--- src/rtl/write_resp_channel_arbiter.sv ---
// write_resp_channel_arbiter: round-robin B-channel arbiter from two slave ports into a one-entry held response for the decoder.
module write_resp_channel_arbiter #(
   parameter int                         Num_Of_Masters  = 2,
   parameter int                         Master_ID_Width = $clog2(Num_Of_Masters),
   parameter logic [Master_ID_Width-1:0] M1_ID           = 'd0,
   parameter logic [Master_ID_Width-1:0] M2_ID           = 'd1
) (
   input  logic                       ACLK,
   input  logic                       ARESETN,
   input  logic [Master_ID_Width-1:0] M00_AXI_BID,
   input  logic [1:0]                 M00_AXI_bresp,
   input  logic                       M00_AXI_bvalid,
   output logic                       M00_AXI_bready,
   input  logic [Master_ID_Width-1:0] M01_AXI_BID,
   input  logic [1:0]                 M01_AXI_bresp,
   input  logic                       M01_AXI_bvalid,
   output logic                       M01_AXI_bready,
   input  logic                       S00_AXI_bready,
   input  logic                       S01_AXI_bready,
   output logic [Master_ID_Width-1:0] Sel_Resp_ID,
   output logic [1:0]                 Sel_Write_Resp,
   output logic                       Sel_Valid,
   output logic                       Resp_Drop_Err
);
   typedef enum logic {IDLE, HOLD} state_t;
   state_t                     r_state, w_next;
   logic                       r_ptr, r_drop;
   logic [Master_ID_Width-1:0] r_id;
   logic [1:0]                 r_resp;
   logic                       w_g0, w_g1, w_map0, w_map1, w_dst_rdy;
   always_ff @(posedge ACLK or negedge ARESETN)
      if (!ARESETN) r_state <= IDLE;
      else          r_state <= w_next;
   always_comb begin
      w_map0    = r_id == M1_ID;
      w_map1    = r_id == M2_ID;
      w_dst_rdy = w_map0 ? S00_AXI_bready : (w_map1 ? S01_AXI_bready : 1'b0);
      w_g0      = r_state == IDLE && M00_AXI_bvalid && (!r_ptr || !M01_AXI_bvalid);
      w_g1      = r_state == IDLE && M01_AXI_bvalid && (r_ptr || !M00_AXI_bvalid);
      w_next    = r_state;
      if (r_state == IDLE && (w_g0 || w_g1)) w_next = HOLD;
      // an unmapped ID has no master to accept it, so it is released immediately
      if (r_state == HOLD && (w_dst_rdy || !(w_map0 || w_map1))) w_next = IDLE;
   end
   always_ff @(posedge ACLK or negedge ARESETN)
      if (!ARESETN) begin
         r_ptr  <= 1'b0;
         r_drop <= 1'b0;
         r_id   <= '0;
         r_resp <= 2'b00;
      end else begin
         r_drop <= r_state == HOLD && !(w_map0 || w_map1);
         if (w_g0) begin
            r_id   <= M00_AXI_BID;
            r_resp <= M00_AXI_bresp;
            r_ptr  <= 1'b1;
         end else if (w_g1) begin
            r_id   <= M01_AXI_BID;
            r_resp <= M01_AXI_bresp;
            r_ptr  <= 1'b0;
         end
      end
   assign M00_AXI_bready = w_g0 & ARESETN;
   assign M01_AXI_bready = w_g1 & ARESETN;
   assign Sel_Resp_ID    = r_id;
   assign Sel_Write_Resp = r_resp;
   assign Sel_Valid      = r_state == HOLD;
   assign Resp_Drop_Err  = r_drop;
endmodule

--- config.mk ---
export PLATFORM = sky130hd
export DESIGN_NAME = write_resp_channel_arbiter
export DESIGN_NICKNAME = d
export VERILOG_FILES = /design/src/rtl/write_resp_channel_arbiter.sv
export SDC_FILE = /design/constraint.sdc
export NUM_CORES = 1
export LEC_CHECK = 0
export BUFFER_PORTS_ARGS = -buffer_cell sky130_fd_sc_hd__buf_4
export CAP_MARGIN = 10
export CORE_AREA = 2 2 39 41
export DETAILED_ROUTE_END_ITERATION = 8
export DIE_AREA = 0 0 41 43
export HOLD_SLACK_MARGIN = 0.05
export PLACE_DENSITY = 0.58
export REMOVE_ABC_BUFFERS = 1
export SYNTH_ARGS = -nofsm -noshare
export SYNTH_HDL_FRONTEND = slang
export SYNTH_SLANG_ARGS = --single-unit
--- constraint.sdc ---
create_clock -name ACLK -period 1.1 [get_ports ACLK]
set_input_delay 0.165 -clock ACLK [delete_from_list [all_inputs] [get_ports ACLK]]
set_output_delay 0.165 -clock ACLK [all_outputs]
set_load 0.03 [all_outputs]
==> summary.txt, run 1 <==
Synthesis
  – Yosys cell types: 17
  – Number of synthesized flops with an enable pin: 0
  – Mapped Cells: 33
  – Synth top area cells: dfrtp_1 (43%), a31oi_1 (6.5%), and2b_2 (6.1%)
  – Ys flop type: dfrtp_1
  – Post-synth top area share: 43.5%
  – Yosys Warn Count: 0
  – Post-synth top area cell: dfrtp_1
  – Seq/Total Area, Yosys: 43.5%
  – Top cell types by occurrence after synthesis: dfrtp_1 (5), nor2_1 (4), a31oi_1 (3), nand3_1 (3), o21ai_0 (3)
  – Synthesized flop and latch total: 5
  – Async set or reset register ratio after synthesis: 100%
  – Area of the mapped netlist: 288 µm²
  – Mean Syn Cell Area: 8.72 µm²
  – Most frequent cell after synthesis: dfrtp_1

Floorplan
  – # IOs: 19
  – Rows: 14
  – Die H: 43 µm
  – Initial Util: 20.8%
  – Core ar.: 1380 µm²
  – Die area: about 1800 µm²
  – Die Wd: about 41 µm

Worst setup path
  – Startpoint Class: flip-flop
  – Slowest cell on crit path: dfrtp_1
  – Critical Path Sink Type: primary output
  – Req. time, crit path: 0.94 ns
  – Arr. time, crit path: 1.16 ns
  – WS Path Type: reg -> out
  – Crit-path max cell delay: 0.39 ns
  – Worst-path cell chain: and2b_2 > nand2_2 > a21oi_2 > buf_6
  – Crit Path Max Fanout: 3

Power
  – Pwr Density: roughly 2600 nW/µm²
  – Pleak: approximately 0.27 nW
  – Tot Pwr: 1.42 mW
  – Peak supply drop: ~1.1 mV

Clocking
  – Clk Latency, worst-skew pair: 0.24 ns
  – Register clock-pin slew on the reported worst setup and hold paths: 0.05 ns
  – Clk buf depth: 2
  – TritonCTS clock tree: done
  – Clock sink total: 5
  – Clock tree root driver cell: clkbuf_4
  – H-tree depth: 1
  – Total CTS buffers: 3

Routing
  – Via count: roughly 330
  – Iter 0 DRT Violations: 7
  – Pre-antenna DRT Iters: 4
  – Vias per inst: 4.43
  – Remaining antenna violation count: 0
  – Avg WL per Cell: around 11 µm
  – DRC viols: 0
  – WL final: 817 µm

STA
  – Fin worst setup slack: -0.226 ns
  – Final hold violation count: 0
  – Final setup skew: approximately 0.0047 ns
  – Fmax: 754 MHz
  – Final min period: 1.33 ns
  – Fin crit share: 121%
  – Unrepaired setup endpoints after global routing: true
  – Final setup fails: 6
  – Max Slew Vio Count: 0

Layout
  – Fraction of layout cells with a size suffix above 1: 61.0%
  – Diode count: 0
  – Area growth syn-to-layout: 91.7%
  – Non-filler cells in the finished layout: 75
  – Nets: 72
  – Fin area: 552 µm²

Placed design
  – Hpwl dp: 590 µm
  – Port Buf Inserts: 17
  – Gp weighted congestion: 0.688
  – DP Area: 450 µm²
  – Total placed cells including tap cells: between 60 and 70

Global routing
  – First-pass GRT wire length: 1.24 mm
  – Initial antenna violation count: 0
  – Largest net degree at the start of global routing: 8
  – GRT Util Overall: 10.9%
  – Vias in the first global route: 284
  – GRT overflow: 0

Hold path
  – Min-delay worst type: in -> reg

Status
  – Status: finished with violations
  – Violated checks: setup timing

Job
  – Max-Cap Viols: 0
repair_timing:
item | in CTS | in global routing
gates resized for setup | 6 | 9
hold endpoints to repair | 5 | 0
endpoints found under the setup margin | 3 | 6
pin swaps | 3 | 4
hold buffers | 1 | 0
buffers inserted | 1 | 1
final timing paths:
path / end / cells past startpoint / start / slack, ns
min reg2reg: r_ptr$_DFFE_PN0P_ / 1 / r_ptr$_DFFE_PN0P_ / 0.51
min in group asynchronous: Sel_Write_Resp[0]$_DFFE_PN0P_ / 2 / ARESETN / 0.34
min: Sel_Write_Resp[0]$_DFFE_PN0P_ / 3 / M01_AXI_bresp[0] / 0.19
max: M01_AXI_bready / 4 / Sel_Valid$_DFFE_PN0P_ / -0.23
max in group asynchronous: Sel_Valid$_DFFE_PN0P_ / 2 / ARESETN / 0.55
max reg2reg: Sel_Resp_ID$_DFFE_PN0P_ / 6 / Sel_Valid$_DFFE_PN0P_ / -0.13
critical path, delay by kind of cell, from the launching register on:
kind	cells	cell delay [ns]
AO/OA/AOI/OAI	1	0.11
buffers and inverters	1	0.14
AND/OR/NAND/NOR	2	0.29
flip-flops	1	0.39
through the flow:
step	worst slack (ns)	util [%]	hold WS [ns]	TNS, ns
after floorplan	-0.352	-	-0.131	-0.488
after global placement	0.00997	32.5	-0.0207	0
after detailed placement	0.00944	32.5	-0.0209	0
after CTS	-0.247	36.8	0.191	-0.595
after global routing	-0.289	39.9	0.204	-1.35
final	-0.226	39.9	0.187	-1.00
metal layers:
metal  wire, µm  vias up  GRT usage, %
met5          0        -             0
met4          0        0          4.00
met3        106        0          6.28
met2        382       21          14.1
met1        328      145          14.7
li1           -      166             -
sequential cells by signal (all words and copies together) (netlist names):
signal,flops
Sel_Write_Resp,2
Sel_Resp_ID,1
Sel_Valid,1
r_ptr,1
logic make-up (layout without fill, tap and decap cells):
family | count (synthesis) | in the layout | synth area share (%)
AND/OR/NAND/NOR | 14 | 14 | 26.1
AO/OA/AOI/OAI | 10 | 10 | 21.7
flip-flops | 5 | 5 | 43.5
buffers and inverters | 2 | 28 | 3.91
other | 1 | 1 | 1.30
multiplexers | 1 | 1 | 3.48
power breakdown:
group | internal, mW | switching [mW]
combinational | 0.440 | 0.422
clock | 0.137 | 0.0747
sequential | 0.278 | 0.0702
cell usage in the layout (no fill, tap or decap), types with 2 or more instances in the layout:
cell       n
nor2_1     4
buf_4     18
buf_6      4
clkbuf_4   3
a31oi_1    3
dfrtp_1    5
and2b_2    2
nand3_1    3
o21ai_2    3
final cells by class:
cell class	instances	area [µm²]
Clock buffer	4	26.3
Inverter	1	3.75
Timing Repair Buffer	23	190
Fill cell	139	832
Multi-Input combinational cell	26	186
Sequential cell	5	125
Tap cell	16	20.0
Power figures use the tool's default switching activity.
==> run 2: changes to the inputs <==
--- a/config.mk
+++ b/config.mk
@@ -8,6 +8,7 @@
 export BUFFER_PORTS_ARGS = -buffer_cell sky130_fd_sc_hd__buf_4
 export CAP_MARGIN = 10
 export CORE_AREA = 2 2 39 41
+export CTS_BUF_LIST = sky130_fd_sc_hd__clkbuf_8
 export DETAILED_ROUTE_END_ITERATION = 8
 export DIE_AREA = 0 0 41 43
 export HOLD_SLACK_MARGIN = 0.05
==> run 2 against run 1 <==
Compared with the run above:
- the run still ends with setup timing left
- die area unchanged
- total power increased by 8.4%
- final cell count unchanged
- via count decreased by 3.0%
- clock power increased by 55%
- worst hold slack improved by 0.024 ns
- sequential cell count unchanged
- final area increased by 3.4%
- routed wire length increased by 2.7%
- clock skew decreased by 0.0024 ns
- count of clock-buffer cells in the layout decreased by 1
- critical path type unchanged
- critical endpoint unchanged
==> summary.txt, run 2 (synthesized netlist as in run 1, its figures left out) <==
Worst setup path
  – Reg-to-reg critical path startpoint: Sel_Valid$_DFFE_PN0P_
  – Crit-path max cell delay: 0.38 ns
  – Slowest cell on crit path: dfrtp_1
  – Reg2reg path depth: 6
  – Arr. time, crit path: ~1.1 ns
  – Startpoint Class: flip-flop
  – CP Launch Point: Sel_Valid$_DFFE_PN0P_
  – Crit Path Max Fanout: 3
  – Critical Path Sink Type: primary output
  – Req. time, crit path: 0.94 ns
  – Worst-path cell chain: and2b_2 > nand2_2 > a21oi_2 > buf_6
  – WS Path Type: reg -> out

Clocking
  – H-tree depth: 1
  – TritonCTS clock tree: done
  – Clk buf depth: 2
  – Total CTS buffers: 3
  – Clock sink total: 5
  – Register clock-pin slew on the reported worst setup and hold paths: 0.04 ns
  – Clk Latency, worst-skew pair: 0.22 ns
  – Clock tree root driver cell: clkbuf_8

Layout
  – Final core occ: 41.2%
  – Fraction of layout cells with a size suffix above 1: approximately 61%
  – Area growth syn-to-layout: 98.3%
  – Nets: between 70 and 80
  – Commonest non-fill, non-tap cell in the layout: buf_4
  – Diode count: 0
  – Commonest cells after routing, fill and taps aside: buf_4 (18), dfrtp_1 (5), nor2_1 (4), buf_6 (4)
  – Largest register FFs: 2

Floorplan
  – Rows: 14
  – Die Wd: 41 µm
  – # IOs: 19
  – Initial Util: 20.8%
  – Die H: 43 µm
  – Die area: 1760 µm²
  – Core ar.: 1380 µm²

Placed design
  – Worst slack at placement: approximately 0.0094 ns
  – Port Buf Inserts: 17
  – Hpwl dp: just under 600 µm
  – Gp weighted congestion: 0.688

Power
  – Pwr Density: between 2000 and 3000 nW/µm²
  – Peak supply drop: around 1.2 mV
  – Tot Pwr: 1.54 mW
  – Pleak: 0.278 nW

Routing
  – WL final: 839 µm
  – Iter 0 DRT Violations: 11
  – Via count: between 300 and 400
  – Pre-antenna DRT Iters: 4
  – Remaining antenna violation count: 0
  – Avg WL per Cell: 11.2 µm
  – Vias per inst: 4.29
  – DRC viols: 0

Hold path
  – HP Start: M01_AXI_bresp[0]
  – Min-delay worst type: in -> reg
  – Hold path depth: 3

STA
  – Fmax: 770 MHz
  – Unrepaired setup endpoints after global routing: true
  – Setup TNS: -0.938 ns
  – Fin worst setup slack: -0.199 ns
  – Final setup skew: between 0.002 and 0.0025 ns
  – Final setup fails: 6
  – Final hold violation count: 0
  – Max Slew Vio Count: 0
  – Fin crit share: 118%
  – Final min period: 1.30 ns

Global routing
  – Vias in the first global route: 286
  – GRT overflow: 0
  – First-pass GRT wire length: roughly 1.2 mm
  – Largest net degree at the start of global routing: 8
  – GRT Util Overall: 11.0%
  – Initial antenna violation count: 0

Status
  – Status: finished with violations
  – Violated checks: setup timing

Job
  – Max-Cap Viols: 0
run 2: path summary, 6_finish.rpt:
path	end	slack, ns
setup / recovery	M01_AXI_bready	-0.20
hold / removal	Sel_Write_Resp[0]$_DFFE_PN0P_	0.21
setup reg to reg	Sel_Resp_ID$_DFFE_PN0P_	-0.13
hold reg to reg	r_ptr$_DFFE_PN0P_	0.51
max in group asynchronous	Sel_Valid$_DFFE_PN0P_	0.52
min in group asynchronous	Sel_Write_Resp[0]$_DFFE_PN0P_	0.37
run 2: per-stage QoR:
| step | hold slack (ns) | instances | area (µm²) |
|---|---|---|---|
| 2_1_floorplan | -0.131 | 32 | 280 |
| 3_3_place_gp | -0.0207 | 68 | 450 |
| 3_5_place_dp | -0.0209 | 68 | 450 |
| 4_1_cts | 0.218 | 74 | 528 |
| 5_1_grt | 0.228 | 75 | 571 |
| 6_report | 0.212 | 75 | 571 |
run 2: final cells by class:
cell class	instances	area, µm²
fill	138	813
timing repair buffer	23	190
multi-input combinational	26	186
sequential	5	125
clock buffer	3	41.3
tap	16	20.0
clock inverter	1	3.75
inverter	1	3.75
run 2: where the power goes:
group	internal, mW	total, mW	switching, mW	leakage (nW)
Clock	0.239	0.328	0.0890	0.0269
Sequential	0.279	0.348	0.0690	0.0560
Combinational	0.440	0.866	0.426	0.195
Total	0.958	1.54	0.584	0.278
run 2: metal layers:
layer  up-vias  GRT usage (%)  part of all wire [%]
met5         -              0                     0
met3         0           7.85                    12
li1        167              -                     -
met1       140           15.0                    42
met4         0           2.00                     0
met2        15           14.1                    46
run 2: repair_timing:
action                                 CTS  global route
hold buffers                             1             0
setup endpoints to repair                2             6
setup buffers                            1             1
endpoints found under the hold margin    5             0
gates resized for setup                  6             9
cloned                                   0             0
pin swaps                                3             4
run 2: worst max-delay path: cells and delay by family, from the launching register on:
kind                   cells  cell delay (ns)
flip-flops                 1             0.38
buffers and inverters      1             0.14
AND/OR/NAND/NOR            2             0.29
AO/OA/AOI/OAI              1             0.11
==> run 3: changes to the inputs <==
--- a/config.mk
+++ b/config.mk
@@ -5,6 +5,7 @@
 export SDC_FILE = /design/constraint.sdc
 export NUM_CORES = 1
 export LEC_CHECK = 0
+export ABC_AREA = 1
 export BUFFER_PORTS_ARGS = -buffer_cell sky130_fd_sc_hd__buf_4
 export CAP_MARGIN = 10
 export CORE_AREA = 2 2 39 41
@@ -14,6 +15,7 @@
 export HOLD_SLACK_MARGIN = 0.05
 export PLACE_DENSITY = 0.58
 export REMOVE_ABC_BUFFERS = 1
+export SKIP_LAST_GASP = 1
 export SYNTH_ARGS = -nofsm -noshare
 export SYNTH_HDL_FRONTEND = slang
 export SYNTH_SLANG_ARGS = --single-unit
==> run 3 against run 2 <==
Compared with the run above:
- the run still ends with setup timing left
- critical path depth unchanged
- combinational power is 4.2% lower
- largest power group unchanged
- sequential power decreased by 3%
- first-iteration DRC count shrank 27%
- critical path type unchanged
- worst hold slack lost 0.0012 ns
- register-to-register slack improved by 0.19 ns
- die area stayed put
- maximum frequency grew 8.1%
- non-clock buffer count up 2
==> summary.txt, run 3 <==
Synthesis
  – Post-synth top area cell: dfrtp_1
  – Mapped Cells: 40
  – Synthesized flop and latch total: 5
  – Top cell types by occurrence after synthesis: nand2_1 (17), dfrtp_1 (5), inv_1 (3), nand4_1 (3)
  – Compound-Gate Fraction of Synth Area: about a tenth
  – Main combinational cell family by area after synthesis: simple AND/OR/NAND/NOR gates
  – Number of synthesized flops with an enable pin: 0
  – Xor/xnor share of the synthesized area: 0%
  – Post-synth top area share: 43.9%
  – Ys flop type: dfrtp_1
  – Post-synthesis adder-cell area fraction: 0%
  – Synth top area cells: dfrtp_1 (44%), nand2_1 (22%), nand4_1 (6.6%)
  – Most frequent cell after synthesis: nand2_1
  – Async set or reset register ratio after synthesis: 100%
  – Mean Syn Cell Area: 7.13 µm²
  – Seq/Total Area, Yosys: 43.9%
  – Yosys Warn Count: 0
  – Mux share of post-synthesis cell area: 0%
  – Area of the mapped netlist: roughly 290 µm²
  – Synth Area in Simple Gates: 35.5%
  – Yosys cell types: 14

Layout
  – Fill cell count: 157
  – Commonest cells after routing, fill and taps aside: buf_4 (22), nand2_1 (16), dfrtp_1 (5)
  – Commonest non-fill, non-tap cell in the layout: buf_4
  – Diode count: 0
  – Non-filler cells in the finished layout: 84
  – Area growth syn-to-layout: 99.6%
  – Nets: 81
  – Area of the multi-input gates: 163 µm²
  – Final core occ: 41.1%
  – Fraction of layout cells with a size suffix above 1: 51.5%
  – Largest register FFs: 2
  – Fin area: 569 µm²
  – FF+latch area: 125 µm²

Power
  – Tot Pwr: 1.49 mW
  – Pleak: 0.308 nW
  – Pwr Density: 2610 nW/µm²
  – Total internal power: 0.882 mW
  – Switching power: 0.604 mW
  – Clock power frac: 21.6%
  – Logic pwr share: 55.8%
  – Seq pwr share: 22.6%
  – Peak supply drop: 1.17 mV
  – Net Sw Frac: roughly two fifths

Global routing
  – Largest net degree at the start of global routing: 7
  – Initial antenna violation count: 0
  – GRT overflow: 0
  – Vias in the first global route: 351
  – First-pass GRT wire length: 1.39 mm
  – GRT Util Overall: 12.0%

Worst setup path
  – Worst-path cell chain: inv_2 > nand3_2 > a21oi_2 > buf_6
  – Reg-to-reg critical path startpoint: Sel_Valid$_DFFE_PN0P_
  – Startpoint Class: flip-flop
  – WS Path Type: reg -> out
  – Critical Path Sink Type: primary output
  – Top cell family by delay on the critical path: flip-flops
  – Slowest cell on crit path: dfrtp_1
  – Crit Path Max Fanout: 4
  – Reg2reg path depth: 7
  – R2R Setup Slk: about 0.06 ns
  – Terminus of the critical flop-to-flop path: Sel_Resp_ID$_DFFE_PN0P_
  – Req. time, crit path: 0.94 ns
  – Arr. time, crit path: 1.04 ns
  – Crit-path max cell delay: 0.38 ns
  – WP buf/inv: 2

Hold path
  – Min-delay worst type: in -> reg
  – HP Start: S01_AXI_bready
  – Hold EP: Sel_Valid$_DFFE_PN0P_
  – Hold path depth: 4

Clocking
  – Total CTS buffers: 3
  – Clk Latency, worst-skew pair: 0.22 ns
  – Clk buf depth: 2
  – Clock tree root driver cell: clkbuf_8
  – H-tree depth: 1
  – Register clock-pin slew on the reported worst setup and hold paths: 0.03 ns
  – Clock sink total: 5
  – TritonCTS clock tree: done

Floorplan
  – Core ar.: 1380 µm²
  – Initial Util: 20.6%
  – # IOs: 19
  – Die area: 1760 µm²
  – Die H: 43 µm
  – Die Wd: 41 µm
  – Rows: 14

STA
  – Final setup skew: 0.00144 ns
  – Unrepaired setup endpoints after global routing: true
  – Fin worst setup slack: -0.101 ns
  – Max Slew Vio Count: 0
  – Final hold violation count: 0
  – Setup TNS: -0.197 ns
  – Final min period: 1.20 ns
  – Fin crit share: 109%
  – Final setup fails: 2
  – Fmax: 832 MHz
  – Worst hold slack: 0.211 ns

Routing
  – Iter 0 DRT Violations: 8
  – Via count: 366
  – Remaining antenna violation count: 0
  – Avg WL per Cell: approximately 10 µm
  – Pre-antenna DRT Iters: 4
  – WL final: 831 µm
  – Vias per inst: 4.36
  – DRC viols: 0

Placed design
  – Worst slack at placement: 0.0840 ns
  – Port Buf Inserts: 17
  – DP Area: 440 µm²
  – Gp weighted congestion: about 0.7
  – Total placed cells including tap cells: 74

Status
  – Violated checks: setup timing
  – Status: finished with violations

Job
  – Max-Cap Viols: 0
[run 3: cell count changes in the layout (fill, tap and decap cells not counted), moves of 3 or more]
| cell | delta |
|---|---|
| a31oi_1 | -3 |
| buf_4 | +4 |
| nand2_1 | +15 |
| nand3_1 | -3 |
| nand4_1 | +3 |
| nor2_1 | -4 |
| o21ai_2 | -3 |
[run 3: repair_timing]
item                                    in CTS  in global routing
endpoints found under the setup margin       2                  5
resized for setup                            5                  3
gates cloned                                 0                  0
endpoints found under the hold margin        5                  0
pin swaps                                    3                  2
hold buffers                                 1                  0
setup buffers                                4                  1
[run 3: layout make-up]
type | count | area share [%]
clock inverters | 1 | 0.659
inverters | 5 | 3.30
well taps | 16 | 3.52
clock buffers | 3 | 7.25
flip-flops and latches | 5 | 22.0
repair buffers | 25 | 34.7
multi-input cells | 29 | 28.6
[run 3: routing by layer]
layer	part of all wire [%]	vias up	wire length [µm]	track usage [%]
met2	53	15	442	18.8
li1	-	183	-	-
met5	0	-	0	0
met4	0	0	0	4.00
met3	8.5	0	71	4.71
met1	38	168	318	14.5
[run 3: power by group through the flow]
| stage | clock (mW) | combinational [mW] | sequential (mW) |
|---|---|---|---|
| after floorplan | 0 | 0.255 | 0.471 |
| after global placement | 0 | 0.658 | 0.332 |
| after detailed placement | 0 | 0.659 | 0.335 |
| after CTS | 0.328 | 0.781 | 0.337 |
| after global routing | 0.347 | 0.917 | 0.351 |
| final | 0.321 | 0.830 | 0.336 |
[run 3: worst max path at each step]
| stage | cells after the start | startpoint | endpoint |
|---|---|---|---|
| 2_1_floorplan | 3 | Sel_Valid$_DFFE_PN0P_ | M01_AXI_bready |
| 3_3_place_gp | 4 | r_ptr$_DFFE_PN0P_ | M00_AXI_bready |
| 3_5_place_dp | 4 | Sel_Valid$_DFFE_PN0P_ | M00_AXI_bready |
| 4_1_cts | 4 | Sel_Valid$_DFFE_PN0P_ | M00_AXI_bready |
| 5_1_grt | 4 | Sel_Valid$_DFFE_PN0P_ | M01_AXI_bready |
| 6_report | 4 | Sel_Valid$_DFFE_PN0P_ | M01_AXI_bready |
[run 3: logic make-up (layout without fill, tap and decap cells)]
family          after synthesis  after routing
flops                         5              5
compound gates                5              5
other cells                   1              1
simple gates                 23             23
buf+inv                       6             34
[run 3: worst reg2reg max path, cell delays in order, from the launching register on]
cell     delay [ns]
dfrtp_1        0.38
inv_2          0.11
nand3_4        0.08
buf_4          0.15
nand2_1        0.05
nand2_1        0.05
nand2_1        0.06
nand2_1        0.05
